$ cat src/rtl/noc_params.sv
// rtl/noc_params.sv - shared NoC constants and the output-port encoding
package noc_params;

    // Width of one mesh coordinate (4x4 mesh).
    localparam int DEST_ADDR_SIZE = 2;

    // Router output port. Codes 5..7 are undefined.
    typedef logic [2:0] port_t;

    localparam port_t LOCAL = 3'd0;
    localparam port_t NORTH = 3'd1;
    localparam port_t SOUTH = 3'd2;
    localparam port_t WEST  = 3'd3;
    localparam port_t EAST  = 3'd4;

endpackage

$ cat src/rtl/rc_scheduler_if.sv
// rtl/rc_scheduler_if.sv - VC buffer / shared RC unit / allocator signals of rc_scheduler (optional err_o: RC_SCHED_ERR_EN)
interface rc_scheduler_if #(
    parameter int VC_NUM = 2
);
    import noc_params::*;

    logic [VC_NUM-1:0]                     rc_req_i;
    logic [VC_NUM-1:0][DEST_ADDR_SIZE-1:0] x_dest_i;
    logic [VC_NUM-1:0][DEST_ADDR_SIZE-1:0] y_dest_i;
    logic [VC_NUM-1:0]                     tail_done_i;
    logic [DEST_ADDR_SIZE-1:0]             rc_x_dest_o;
    logic [DEST_ADDR_SIZE-1:0]             rc_y_dest_o;
    port_t                                 rc_out_port_i;
    logic [VC_NUM-1:0]                     grant_o;
    logic [VC_NUM-1:0]                     route_valid_o;
    port_t [VC_NUM-1:0]                    route_o;
`ifdef RC_SCHED_ERR_EN
    logic                                  err_o;

    modport slave (
        input  rc_req_i, x_dest_i, y_dest_i, tail_done_i, rc_out_port_i,
        output rc_x_dest_o, rc_y_dest_o, grant_o, route_valid_o, route_o, err_o
    );
    modport master (
        output rc_req_i, x_dest_i, y_dest_i, tail_done_i, rc_out_port_i,
        input  rc_x_dest_o, rc_y_dest_o, grant_o, route_valid_o, route_o, err_o
    );
`else
    modport slave (
        input  rc_req_i, x_dest_i, y_dest_i, tail_done_i, rc_out_port_i,
        output rc_x_dest_o, rc_y_dest_o, grant_o, route_valid_o, route_o
    );
    modport master (
        output rc_req_i, x_dest_i, y_dest_i, tail_done_i, rc_out_port_i,
        input  rc_x_dest_o, rc_y_dest_o, grant_o, route_valid_o, route_o
    );
`endif

endinterface

$ cat src/rtl/rc_scheduler.sv
// rtl/rc_scheduler.sv - round-robin sharing of one route-computation unit among VCs (optional err_o: RC_SCHED_ERR_EN)
module rc_scheduler #(
    parameter int VC_NUM = 2
) (
    input  logic           clk,
    input  logic           rst_n,
    rc_scheduler_if.slave  bus
);
    import noc_params::*;

    localparam int RR_W = (VC_NUM > 1) ? $clog2(VC_NUM) : 1;

    localparam logic S_IDLE   = 1'b0;
    localparam logic S_ROUTED = 1'b1;

    logic [VC_NUM-1:0]         r_state;
    logic [VC_NUM-1:0]         w_state_nxt;
    logic [RR_W-1:0]           r_rr;
    logic [RR_W-1:0]           w_rr_nxt;
    logic [VC_NUM-1:0]         w_elig;
    logic                      w_gnt_any;
    logic [RR_W-1:0]           w_gnt_idx;
    logic [VC_NUM-1:0]         w_grant;
    logic [DEST_ADDR_SIZE-1:0] w_rc_x;
    logic [DEST_ADDR_SIZE-1:0] w_rc_y;
    port_t [VC_NUM-1:0]        r_route;

    // A VC competes only while it has no route; requests from routed VCs are ignored.
    always_comb begin
        w_elig = bus.rc_req_i & ~r_state;
    end

    // Round-robin search starting at r_rr, wrapping explicitly at VC_NUM (need not be a power of two).
    always_comb begin
        logic [RR_W:0] cand;
        cand      = '0;
        w_gnt_any = 1'b0;
        w_gnt_idx = '0;
        for (int i = 0; i < VC_NUM; i++) begin
            cand = {1'b0, r_rr} + (RR_W+1)'(i);
            if (cand >= (RR_W+1)'(VC_NUM)) begin
                cand = cand - (RR_W+1)'(VC_NUM);
            end
            if (!w_gnt_any && w_elig[cand[RR_W-1:0]]) begin
                w_gnt_any = 1'b1;
                w_gnt_idx = cand[RR_W-1:0];
            end
        end
        // While reset is asserted nothing may be granted, even combinationally.
        if (!rst_n) begin
            w_gnt_any = 1'b0;
        end
    end

    // State register: per-VC route state and arbitration pointer.
    always_ff @(posedge clk or negedge rst_n) begin
        if (!rst_n) begin
            r_state <= {VC_NUM{S_IDLE}};
            r_rr    <= '0;
        end else begin
            r_state <= w_state_nxt;
            r_rr    <= w_rr_nxt;
        end
    end

    // Next state: a grant routes an idle VC, a tail departure frees a routed VC.
    always_comb begin
        w_state_nxt = r_state;
        for (int v = 0; v < VC_NUM; v++) begin
            if (r_state[v] == S_IDLE && w_grant[v]) begin
                w_state_nxt[v] = S_ROUTED;
            end else if (r_state[v] == S_ROUTED && bus.tail_done_i[v]) begin
                w_state_nxt[v] = S_IDLE;
            end
        end
    end

    // Pointer moves just past the winner; with a single VC it stays at zero.
    always_comb begin
        w_rr_nxt = r_rr;
        if (VC_NUM == 1) begin
            w_rr_nxt = '0;
        end else if (w_gnt_any) begin
            w_rr_nxt = (w_gnt_idx == RR_W'(VC_NUM - 1)) ? '0 : w_gnt_idx + RR_W'(1);
        end
    end

    // Outputs: one-hot grant and the winner's destination steered to the shared RC unit.
    always_comb begin
        w_grant = '0;
        w_rc_x  = '0;
        w_rc_y  = '0;
        if (w_gnt_any) begin
            w_grant[w_gnt_idx] = 1'b1;
            w_rc_x             = bus.x_dest_i[w_gnt_idx];
            w_rc_y             = bus.y_dest_i[w_gnt_idx];
        end
    end

    // Capture the RC result for the granted VC; the value persists after release.
    always_ff @(posedge clk or negedge rst_n) begin
        if (!rst_n) begin
            r_route <= {VC_NUM{LOCAL}};
        end else begin
            for (int v = 0; v < VC_NUM; v++) begin
                if (w_grant[v]) begin
                    r_route[v] <= bus.rc_out_port_i;
                end
            end
        end
    end

    assign bus.grant_o       = w_grant;
    assign bus.rc_x_dest_o   = w_rc_x;
    assign bus.rc_y_dest_o   = w_rc_y;
    assign bus.route_valid_o = r_state;
    assign bus.route_o       = r_route;

`ifdef RC_SCHED_ERR_EN
    logic r_err;
    logic w_port_bad;
    logic w_err_evt;

    // Protocol violations: release of an idle VC, re-request of a routed VC, undefined RC result.
    always_comb begin
        case (bus.rc_out_port_i)
            LOCAL, NORTH, SOUTH, WEST, EAST: w_port_bad = 1'b0;
            default:                         w_port_bad = 1'b1;
        endcase
        w_err_evt = (|(bus.tail_done_i & ~r_state))
                  | (|(bus.rc_req_i & r_state & ~bus.tail_done_i))
                  | (w_gnt_any & w_port_bad);
    end

    // Sticky error flag, cleared only by reset.
    always_ff @(posedge clk or negedge rst_n) begin
        if (!rst_n) begin
            r_err <= 1'b0;
        end else if (w_err_evt) begin
            r_err <= 1'b1;
        end
    end

    assign bus.err_o = r_err;
`endif

endmodule
$ cat src/flat_wrapper.sv
// flat-port wrapper written by rule: the top's interface ports become plain ports
module rc_scheduler_flat import noc_params::*;
#(
    parameter int VC_NUM = 2
)
  (clk, rst_n, bus_rc_req_i, bus_x_dest_i, bus_y_dest_i, bus_tail_done_i, bus_rc_out_port_i, bus_rc_x_dest_o, bus_rc_y_dest_o, bus_grant_o, bus_route_valid_o, bus_route_o);
  rc_scheduler_if #(.VC_NUM(VC_NUM)) bus_i ();
  input  logic clk;
  input  logic rst_n;
  input wire logic [$bits(bus_i.rc_req_i)-1:0] bus_rc_req_i;
  input wire logic [$bits(bus_i.x_dest_i)-1:0] bus_x_dest_i;
  input wire logic [$bits(bus_i.y_dest_i)-1:0] bus_y_dest_i;
  input wire logic [$bits(bus_i.tail_done_i)-1:0] bus_tail_done_i;
  input wire logic [$bits(bus_i.rc_out_port_i)-1:0] bus_rc_out_port_i;
  output wire logic [$bits(bus_i.rc_x_dest_o)-1:0] bus_rc_x_dest_o;
  output wire logic [$bits(bus_i.rc_y_dest_o)-1:0] bus_rc_y_dest_o;
  output wire logic [$bits(bus_i.grant_o)-1:0] bus_grant_o;
  output wire logic [$bits(bus_i.route_valid_o)-1:0] bus_route_valid_o;
  output wire logic [$bits(bus_i.route_o)-1:0] bus_route_o;
  assign bus_i.rc_req_i = bus_rc_req_i;
  assign bus_i.x_dest_i = bus_x_dest_i;
  assign bus_i.y_dest_i = bus_y_dest_i;
  assign bus_i.tail_done_i = bus_tail_done_i;
  assign bus_i.rc_out_port_i = bus_rc_out_port_i;
  assign bus_rc_x_dest_o = bus_i.rc_x_dest_o;
  assign bus_rc_y_dest_o = bus_i.rc_y_dest_o;
  assign bus_grant_o = bus_i.grant_o;
  assign bus_route_valid_o = bus_i.route_valid_o;
  assign bus_route_o = bus_i.route_o;
  rc_scheduler #(.VC_NUM(VC_NUM)) u_core (.clk(clk), .rst_n(rst_n), .bus(bus_i));
endmodule
$ cat config.mk
export PLATFORM = sky130hd
export DESIGN_NAME = rc_scheduler_flat
export DESIGN_NICKNAME = d
export VERILOG_FILES = /design/src/rtl/noc_params.sv /design/src/rtl/rc_scheduler_if.sv /design/src/rtl/rc_scheduler.sv /design/src/flat_wrapper.sv
export SDC_FILE = /design/constraint.sdc
export NUM_CORES = 1
export LEC_CHECK = 0
export BUFFER_PORTS_ARGS = -buffer_cell sky130_fd_sc_hd__buf_2
export CAP_MARGIN = 20
export CORE_MARGIN = 3
export CORE_UTILIZATION = 25
export DETAILED_ROUTE_END_ITERATION = 6
export PLACE_DENSITY = 0.56
export REMOVE_ABC_BUFFERS = 1
export SLEW_MARGIN = 25
export SYNTH_ARGS = -nofsm -noshare
export SYNTH_HDL_FRONTEND = slang
export SYNTH_SLANG_ARGS = --single-unit
$ cat constraint.sdc
create_clock -name clk -period 3.7 [get_ports clk]
set_input_delay 1.11 -clock clk [delete_from_list [all_inputs] [get_ports clk]]
set_output_delay 1.11 -clock clk [all_outputs]
set_load 0.005 [all_outputs]
==> results of run 1 <==
## cell usage after synthesis, drive strengths merged
master	n
a22o	4
dfrtp	9
and3b	1
inv	3
a31oi	1
nand3b	1
o31a	1
o21bai	1
mux2	6
mux2i	1
a21o	1
buf	1
## power by group
group	switching, mW	internal, mW	total [mW]
clock	0.0322	0.0414	0.0736
sequential	0.0165	0.125	0.142
combinational	0.0358	0.0602	0.0960
## routing by layer
layer  routed length (µm)  share of wire
met1                  479           0.49
met2                  423           0.43
met3                   75          0.077
met4                    0              0
met5                    0              0
## final timing paths
path / from / end / slack (ps) / cells past startpoint
worst min-delay path: u_core.bus.route_o[5]$_DFFE_PN0P_ / u_core.bus.route_o[5]$_DFFE_PN0P_ / 510 / 1
min in group asynchronous: rst_n / u_core.bus.route_valid_o[1]$_DFFE_PN0P_ / 700 / 1
worst max-delay path: rst_n / bus_rc_x_dest_o[1] / 460 / 5
worst min register to register: u_core.bus.route_o[5]$_DFFE_PN0P_ / u_core.bus.route_o[5]$_DFFE_PN0P_ / 510 / 1
worst max register to register: u_core.bus.route_valid_o[1]$_DFFE_PN0P_ / u_core.bus.route_o[5]$_DFFE_PN0P_ / 2200 / 4
max in group asynchronous: rst_n / u_core.bus.route_valid_o[0]$_DFFE_PN0P_ / 2810 / 1
## stage by stage
stage | instances | hold slack, ps
final | 80 | 508
after global routing | 80 | 516
after CTS | 80 | 508
after detailed placement | 76 | 489
after global placement | 76 | 495
after floorplan | 29 | 505
## state kept, by name, summed over array words and instances (netlist names)
| signal | count |
|---|---|
| u_core.bus.route_o | 6 |
| u_core.r_rr | 1 |
| u_core.bus.route_valid_o | 2 |
## layout make-up
cell class | instances | area, µm² | share of cell area
sequential | 9 | 225 | 0.356
multi-input combinational | 17 | 191 | 0.303
timing repair buffer | 31 | 158 | 0.250
clock buffer | 4 | 26.3 | 0.0416
tap | 16 | 20.0 | 0.0317
inverter | 3 | 11.3 | 0.0178
## worst register-to-register path, delay by kind of cell (launching register included)
kind / cells / cell delay [ps]
flip-flops: 1 / 380
AND/OR/NAND/NOR: 1 / 240
buffers and inverters: 1 / 200
multiplexers: 1 / 300
AO/OA/AOI/OAI: 1 / 260
## cells by family after synthesis
group / count (synthesis) / synth area share
AND/OR/NAND/NOR: 2 / 0.0370
flip-flops: 9 / 0.513
AO/OA/AOI/OAI: 8 / 0.197
buffers and inverters: 4 / 0.0513
multiplexers: 7 / 0.202
==> flow_metrics.tcl, run 1 <==
set metrics [dict create \
    finalWirelength_um 978 \
    fin_crit_ps 3240 \
    track_usage 0.0906 \
    worst_slack_ps 459 \
    overflow 0 \
    final_util 0.401 \
    drv_cap 0 \
    grt_max_degree 12 \
    status "finished clean" \
    clk-insertion-delay-late_ps 250 \
    drc 0 \
    worstSetupEndpointType "output pin" \
    crit_required_ps 2590 \
    cp_top_family "compound AO/OA/AOI/OAI gates" \
    layout_commonest_cell "buf_2" \
    met1_usage 0.138 \
    setup_viol 0 \
    finalNetCount 82 \
    synth_top_area_frac 0.513 \
    yosysWarnings 0 \
    core_mm2 0.00158 \
    synth.distinct_cells 13 \
    slew_viol_final 0 \
    setup.worst_path.start_class "input pin" \
    cts-buffers-inserted 3 \
    setup_tns_ps 0 \
    clock-skew-final_ps 2.66 \
    fin_crit_sh 0.876 \
    place.gp.congestion 0.652 \
    hpwl_um 785 \
    layout_common_cells "buf_2 (30), dfrtp_1 (9), a22o_2 (4)" \
    p_total_mw 0.311 \
    clkTransAtPathRegs_ps 60 \
    pre_cts_ws_ps 411 \
    n_antenna_cell 0 \
    slew-limit-headroom 0.798 \
    die_w_um 47.9 \
    synth_top_area_cell "dfrtp_1" \
    hold_class "register to register" \
    rows 14 \
    area_growth_pct 43.9 \
    wire_per_inst_um 12.2 \
    post-cts-setup-buffers 0 \
    path_cells "buf_2, nand3b_1, a31oi_4, a22o_2, buf_2" \
    syn_inst 30 \
    cts_buffer_depth 2 \
    max_clock_freq_mhz 309 \
    ant_nets 0 \
    vias_per_cell 4.61 \
    fillers 160 \
    cts-resized-gates 0 \
    avgSynthCellArea_um2 14.6 \
    clock_sinks 9 \
    final_hold_viol_count 0 \
    die_h_um 47.9 \
    drive_above_1_share 0.719 \
    crit_arrival_ps 2130 \
    max_stage_delay_ps 320 \
    io_pins 31 \
    num_vias 369 \
    synth_area_leaders "dfrtp_1 (51%), mux2_4 (10%), a22o_2 (9.1%), mux2_2 (7.7%), a31oi_4 (4.8%)" \
    powerDensity_mw_per_mm2 493 \
    rsz0062_at_grt "no" \
    drt_first_pass_iters 3 \
    cts_hold_buf 0 \
    cts_tree "built" \
    cp_max_fo 11 \
    ir_drop_v 0.000233 \
    drt_iter0_drc 5 \
    tightest_slew_ps 303 \
    busiest_layer "met1" \
    grtUsageMet2 0.106 \
    cpMostUsedCell "buf_2" \
    design_area_um2 632 \
    dieArea_mm2 0.00230 \
    ys_seq_area_frac 0.513 \
    ys_ff_latch 9 \
    cts_root_buffer "clkbuf_4" \
    crit_buf_inv 2 \
    initial_core_util 0.279 \
    slowest_stage "a31oi_4" \
    port_buffers 30 \
    h-tree-depth 1 \
    leakage_nw 0.346 \
    worst-setup-path-type "input pin to output pin" \
    post_dp_cell_area_um2 606 \
    grtUsageMet3 0.0338 \
    synth_area_um2 439 \
    grt_pass1_wl_mm 1.39 \
    antenna_found_initial 0 \
    grt_pass1_vias 305 \
]
Power figures use the tool's default switching activity.
==> run 2: changes to the inputs <==
- CORE_AREA: not set -> 3 3 40 42
- CORE_MARGIN: 3 -> not set
- CORE_UTILIZATION: 25 -> not set
- DIE_AREA: not set -> 0 0 43 45
- PLACE_DENSITY: 0.56 -> 0.7
==> run 2 against run 1 <==
Effect of this change:
- critical path depth unchanged
- cell count decreased by 1.3%
- hold slack about the same
- setup slack improved by 2.4 ps
- routed wire length decreased by 0.92%
- largest cell class unchanged
==> flow_metrics.tcl, run 2 (synthesis results as in run 1) <==
set metrics [dict create \
    cts_hold_buf 0 \
    finalWirelength_um 969 \
    layout_common_cells "buf_2 (30), dfrtp_1 (9), a22o_2 (4)" \
    h-tree-depth 1 \
    layout_commonest_cell "buf_2" \
    routed.top_layer "met3" \
    fillers 119 \
    fin_crit_ps 3240 \
    status "finished clean" \
    dr_wl_met2_um 439 \
    rows 13 \
    finalNetCount 82 \
    max_clock_freq_mhz 309 \
    slowest_stage "a31oi_4" \
    cp_top_family "compound AO/OA/AOI/OAI gates" \
    regToRegEndpoint "u_core.bus.route_o[5]$_DFFE_PN0P_" \
    wl_met3_um 113 \
    drive_above_1_share 0.719 \
    cp.depth 5 \
    grt_max_degree 12 \
    wire_per_inst_um 12.3 \
    slew_viol_final 0 \
    drt_iter0_drc 3 \
    min-delay-start "u_core.bus.route_o[0]$_DFFE_PN0P_" \
    holdPathEnd "u_core.bus.route_o[0]$_DFFE_PN0P_" \
    reg2reg_setup_slack_ps 2230 \
    post-cts-setup-buffers 0 \
    port_buffers 30 \
    leakage_nw 0.346 \
    core_mm2 0.00128 \
    overflow 0 \
    cp_max_fo 11 \
    die_h_um 45 \
    holdPathStages 1 \
    area_growth_pct 43.6 \
    place.gp.congestion 0.752 \
    crit_buf_inv 2 \
    post_dp_cell_area_um2 604 \
    num_vias 356 \
    ant_nets 0 \
    worst-setup-path-type "input pin to output pin" \
    cts-resized-gates 0 \
    drt_first_pass_iters 3 \
    clock_sinks 9 \
    io_pins 31 \
    p_total_mw 0.310 \
    fin_hold_ws_ps 508 \
    clkTransAtPathRegs_ps 50 \
    cts_buffer_depth 2 \
    cts-buffers-inserted 3 \
    final_hold_viol_count 0 \
    setup.worst_path.start_class "input pin" \
    setup_viol 0 \
    cpMostUsedCell "buf_2" \
    worstSetupEndpointType "output pin" \
    clk-insertion-delay-late_ps 250 \
    grt_pass1_vias 366 \
    track_usage 0.116 \
    max_stage_delay_ps 320 \
    largest_reg_flops 6 \
    crit_arrival_ps 2130 \
    powerDensity_mw_per_mm2 491 \
    design_area_um2 631 \
    crit_required_ps 2590 \
    slew-limit-headroom 0.795 \
    initial_core_util 0.342 \
    ff2ff_path_depth 4 \
    grt_pass1_wl_mm 1.61 \
    dieArea_mm2 0.00194 \
    rsz0062_at_grt "no" \
    tightest_slew_ps 307 \
    cts_tree "built" \
    cts_root_buffer "clkbuf_4" \
    drv_cap 0 \
    setup_tns_ps 0 \
    wirelength_met1_um 415 \
    r2r-start "u_core.bus.route_valid_o[1]$_DFFE_PN0P_" \
    path_cells "buf_2, nand3b_1, a31oi_4, a22o_2, buf_2" \
    antenna_found_initial 0 \
    clock-skew-final_ps 3.47 \
    drc 0 \
    vias_per_cell 4.51 \
    die_w_um 43 \
    ir_drop_v 0.000321 \
    hold_class "register to register" \
    n_antenna_cell 0 \
    fin_crit_sh 0.875 \
]
-- run 2: cell counts in the layout (fill, tap and decap cells not counted) --
No cell type changed its count.
-- run 2: worst max path at each step --
stage	to	from
6_report	bus_rc_x_dest_o[0]	rst_n
5_1_grt	bus_rc_y_dest_o[0]	rst_n
4_1_cts	bus_rc_x_dest_o[0]	rst_n
3_5_place_dp	bus_rc_x_dest_o[0]	rst_n
3_3_place_gp	bus_rc_x_dest_o[0]	rst_n
2_1_floorplan	bus_rc_x_dest_o[0]	rst_n
-- run 2: final cells by class --
type / count / area (µm²) / share of cell area
Clock buffer: 4 / 26.3 / 0.0417
Inverter: 3 / 11.3 / 0.0179
Multi-Input combinational cell: 17 / 191 / 0.304
Sequential cell: 9 / 225 / 0.357
Tap cell: 15 / 18.8 / 0.0298
Timing Repair Buffer: 31 / 158 / 0.250
-- run 2: worst register-to-register path, delay by kind of cell, from the launching register on --
| family | cells | cell delay (ps) |
|---|---|---|
| flops | 1 | 380 |
| mux | 1 | 300 |
| compound gates | 1 | 260 |
| simple gates | 1 | 230 |
| buf+inv | 1 | 200 |
-- run 2: metrics by stage --
step | worst slack, ps | utilization | instances
after floorplan | 780 | - | 29
after global placement | 478 | 0.470 | 75
after detailed placement | 421 | 0.470 | 75
after CTS | 426 | 0.491 | 79
after global routing | 340 | 0.491 | 79
final | 462 | 0.491 | 79
-- run 2: per-layer routing --
metal | GRT usage | vias up
li1 | - | 177
met5 | 0 | -
met3 | 0.0677 | 0
met1 | 0.145 | 160
met2 | 0.171 | 19
met4 | 0.0361 | 0
-- run 2: power breakdown --
part	switching (mW)	total [mW]	internal, mW
Clock	0.0306	0.0720	0.0413
Combinational	0.0353	0.0954	0.0601
Sequential	0.0170	0.142	0.125
Total	0.0830	0.310	0.227
==> run 3: changes to the inputs <==
- CELL_PAD_IN_SITES_DETAIL_PLACEMENT: not set -> 0
- CELL_PAD_IN_SITES_GLOBAL_PLACEMENT: not set -> 1
- CORE_AREA: 3 3 40 42 -> not set
- CORE_MARGIN: not set -> 3
- CORE_UTILIZATION: not set -> 30
- DIE_AREA: 0 0 43 45 -> not set
- PLACE_DENSITY: 0.7 -> 0.82
==> run 3 against run 2 <==
Effect of this change:
- hold slack improved by 4.3 ps
- critical path depth did not move
- cell count unchanged
- sequential power is essentially flat
- die area up 1.2%
- clock skew decreased by 0.79 ps
- critical endpoint unchanged
- highest routed layer unchanged
==> flow_metrics.tcl, run 3 (synthesis results as in run 1) <==
set metrics [dict create \
    cpMostUsedCell "buf_2" \
    cts_tree "built" \
    initial_core_util 0.329 \
    rows 13 \
    clkTransAtPathRegs_ps 60 \
    antenna_found_initial 0 \
    ff2ff_path_depth 4 \
    crit_required_ps 2590 \
    powerDensity_mw_per_mm2 495 \
    post-cts-setup-buffers 0 \
    min-delay-start "u_core.bus.route_o[3]$_DFFE_PN0P_" \
    reg2reg_setup_slack_ps 2200 \
    grt_pass1_wl_mm 1.52 \
    r2r-start "u_core.bus.route_valid_o[1]$_DFFE_PN0P_" \
    vias_per_cell 4.67 \
    die_h_um 44.3 \
    grt_pass1_vias 335 \
    wire_per_inst_um 12.8 \
    max_clock_freq_mhz 307 \
    setup_viol 0 \
    fin_crit_ps 3260 \
    finalWirelength_mm 1.01 \
    holdPathStages 1 \
    worst-setup-path-type "input pin to output pin" \
    post_dp_cell_area_um2 604 \
    crit_buf_inv 2 \
    cts-buffers-inserted 3 \
    area_growth_pct 43.6 \
    crit_arrival_ps 2150 \
    largest_reg_flops 6 \
    cts_root_buffer "clkbuf_4" \
    io_pins 31 \
    clock_sinks 9 \
    rsz0062_at_grt "no" \
    hold_class "register to register" \
    finalNetCount 82 \
    layout_commonest_cell "buf_2" \
    die_w_um 44.3 \
    cp_max_fo 11 \
    clock-skew-final_ps 2.67 \
    leakage_nw 0.346 \
    drt_iter0_drc 9 \
    slowest_stage "a31oi_4" \
    pre_cts_ws_ps 403 \
    slew-limit-headroom 0.795 \
    layout_common_cells "buf_2 (30), dfrtp_1 (9), a22o_2 (4)" \
    overflow 0 \
    clk-insertion-delay-late_ps 250 \
    worst_slack_ps 442 \
    drt_first_pass_iters 4 \
    fin_crit_sh 0.881 \
    final_hold_viol_count 0 \
    drive_above_1_share 0.719 \
    design_area_um2 631 \
    slew_viol_final 0 \
    cts_buffer_depth 2 \
    worstSetupEndpointType "output pin" \
    cts_hold_buf 0 \
    setup_tns_ps 0 \
    drc 0 \
    ant_nets 0 \
    status "finished clean" \
    track_usage 0.110 \
    cp_top_family "compound AO/OA/AOI/OAI gates" \
    dieArea_mm2 0.00196 \
    place.gp.congestion 0.741 \
    fin_hold_ws_ps 512 \
    path_cells "buf_2, nand3b_1, a31oi_4, a22o_2, buf_2" \
    setup.worst_path.start_class "input pin" \
    num_vias 369 \
    port_buffers 30 \
    drv_cap 0 \
    core_mm2 0.00133 \
    h-tree-depth 1 \
    max_stage_delay_ps 320 \
    p_total_mw 0.312 \
    grt_max_degree 12 \
    tightest_slew_ps 307 \
    holdPathEnd "u_core.bus.route_o[3]$_DFFE_PN0P_" \
    n_antenna_cell 0 \
    regToRegEndpoint "u_core.bus.route_o[5]$_DFFE_PN0P_" \
    cts-resized-gates 0 \
    ir_drop_v 0.000212 \
]
## run 3: power breakdown
part	internal, mW	switching (mW)	total [mW]
Combinational	0.0601	0.0359	0.0960
Sequential	0.125	0.0181	0.143
Clock	0.0414	0.0312	0.0725
Total	0.227	0.0851	0.312
## run 3: per-layer routing
metal,part of all wire,vias up,global-route usage
li1,-,178,-
met1,0.47,171,0.175
met2,0.42,20,0.128
met3,0.11,0,0.0366
met4,0,0,0.0542
met5,0,-,0
## run 3: cell type report
type	instances	area, µm²
tap	15	18.8
fill	149	703
inverter	3	11.3
multi-input combinational	17	191
sequential	9	225
clock buffer	4	26.3
timing repair buffer	31	158
## run 3: how the worst max path moves through the flow
stage | startpoint | endpoint | slack (ps) | depth (start not counted)
floorplan | rst_n | bus_rc_x_dest_o[0] | 780 | 3
global placement | rst_n | bus_rc_y_dest_o[0] | 490 | 5
detailed placement | rst_n | bus_rc_x_dest_o[0] | 400 | 5
CTS | rst_n | bus_rc_x_dest_o[0] | 420 | 5
global route | rst_n | bus_rc_x_dest_o[0] | 330 | 5
finish | rst_n | bus_rc_x_dest_o[0] | 440 | 5
## run 3: worst register-to-register path, stage by stage (launching register included)
cell	delay, ps
dfrtp_1	380
and3b_1	240
o31a_1	270
buf_4	190
mux2_4	300
## run 3: stage by stage
stage | instances | utilization
2_1_floorplan | 29 | -
3_3_place_gp | 75 | 0.453
3_5_place_dp | 75 | 0.453
4_1_cts | 79 | 0.473
5_1_grt | 79 | 0.473
6_report | 79 | 0.473
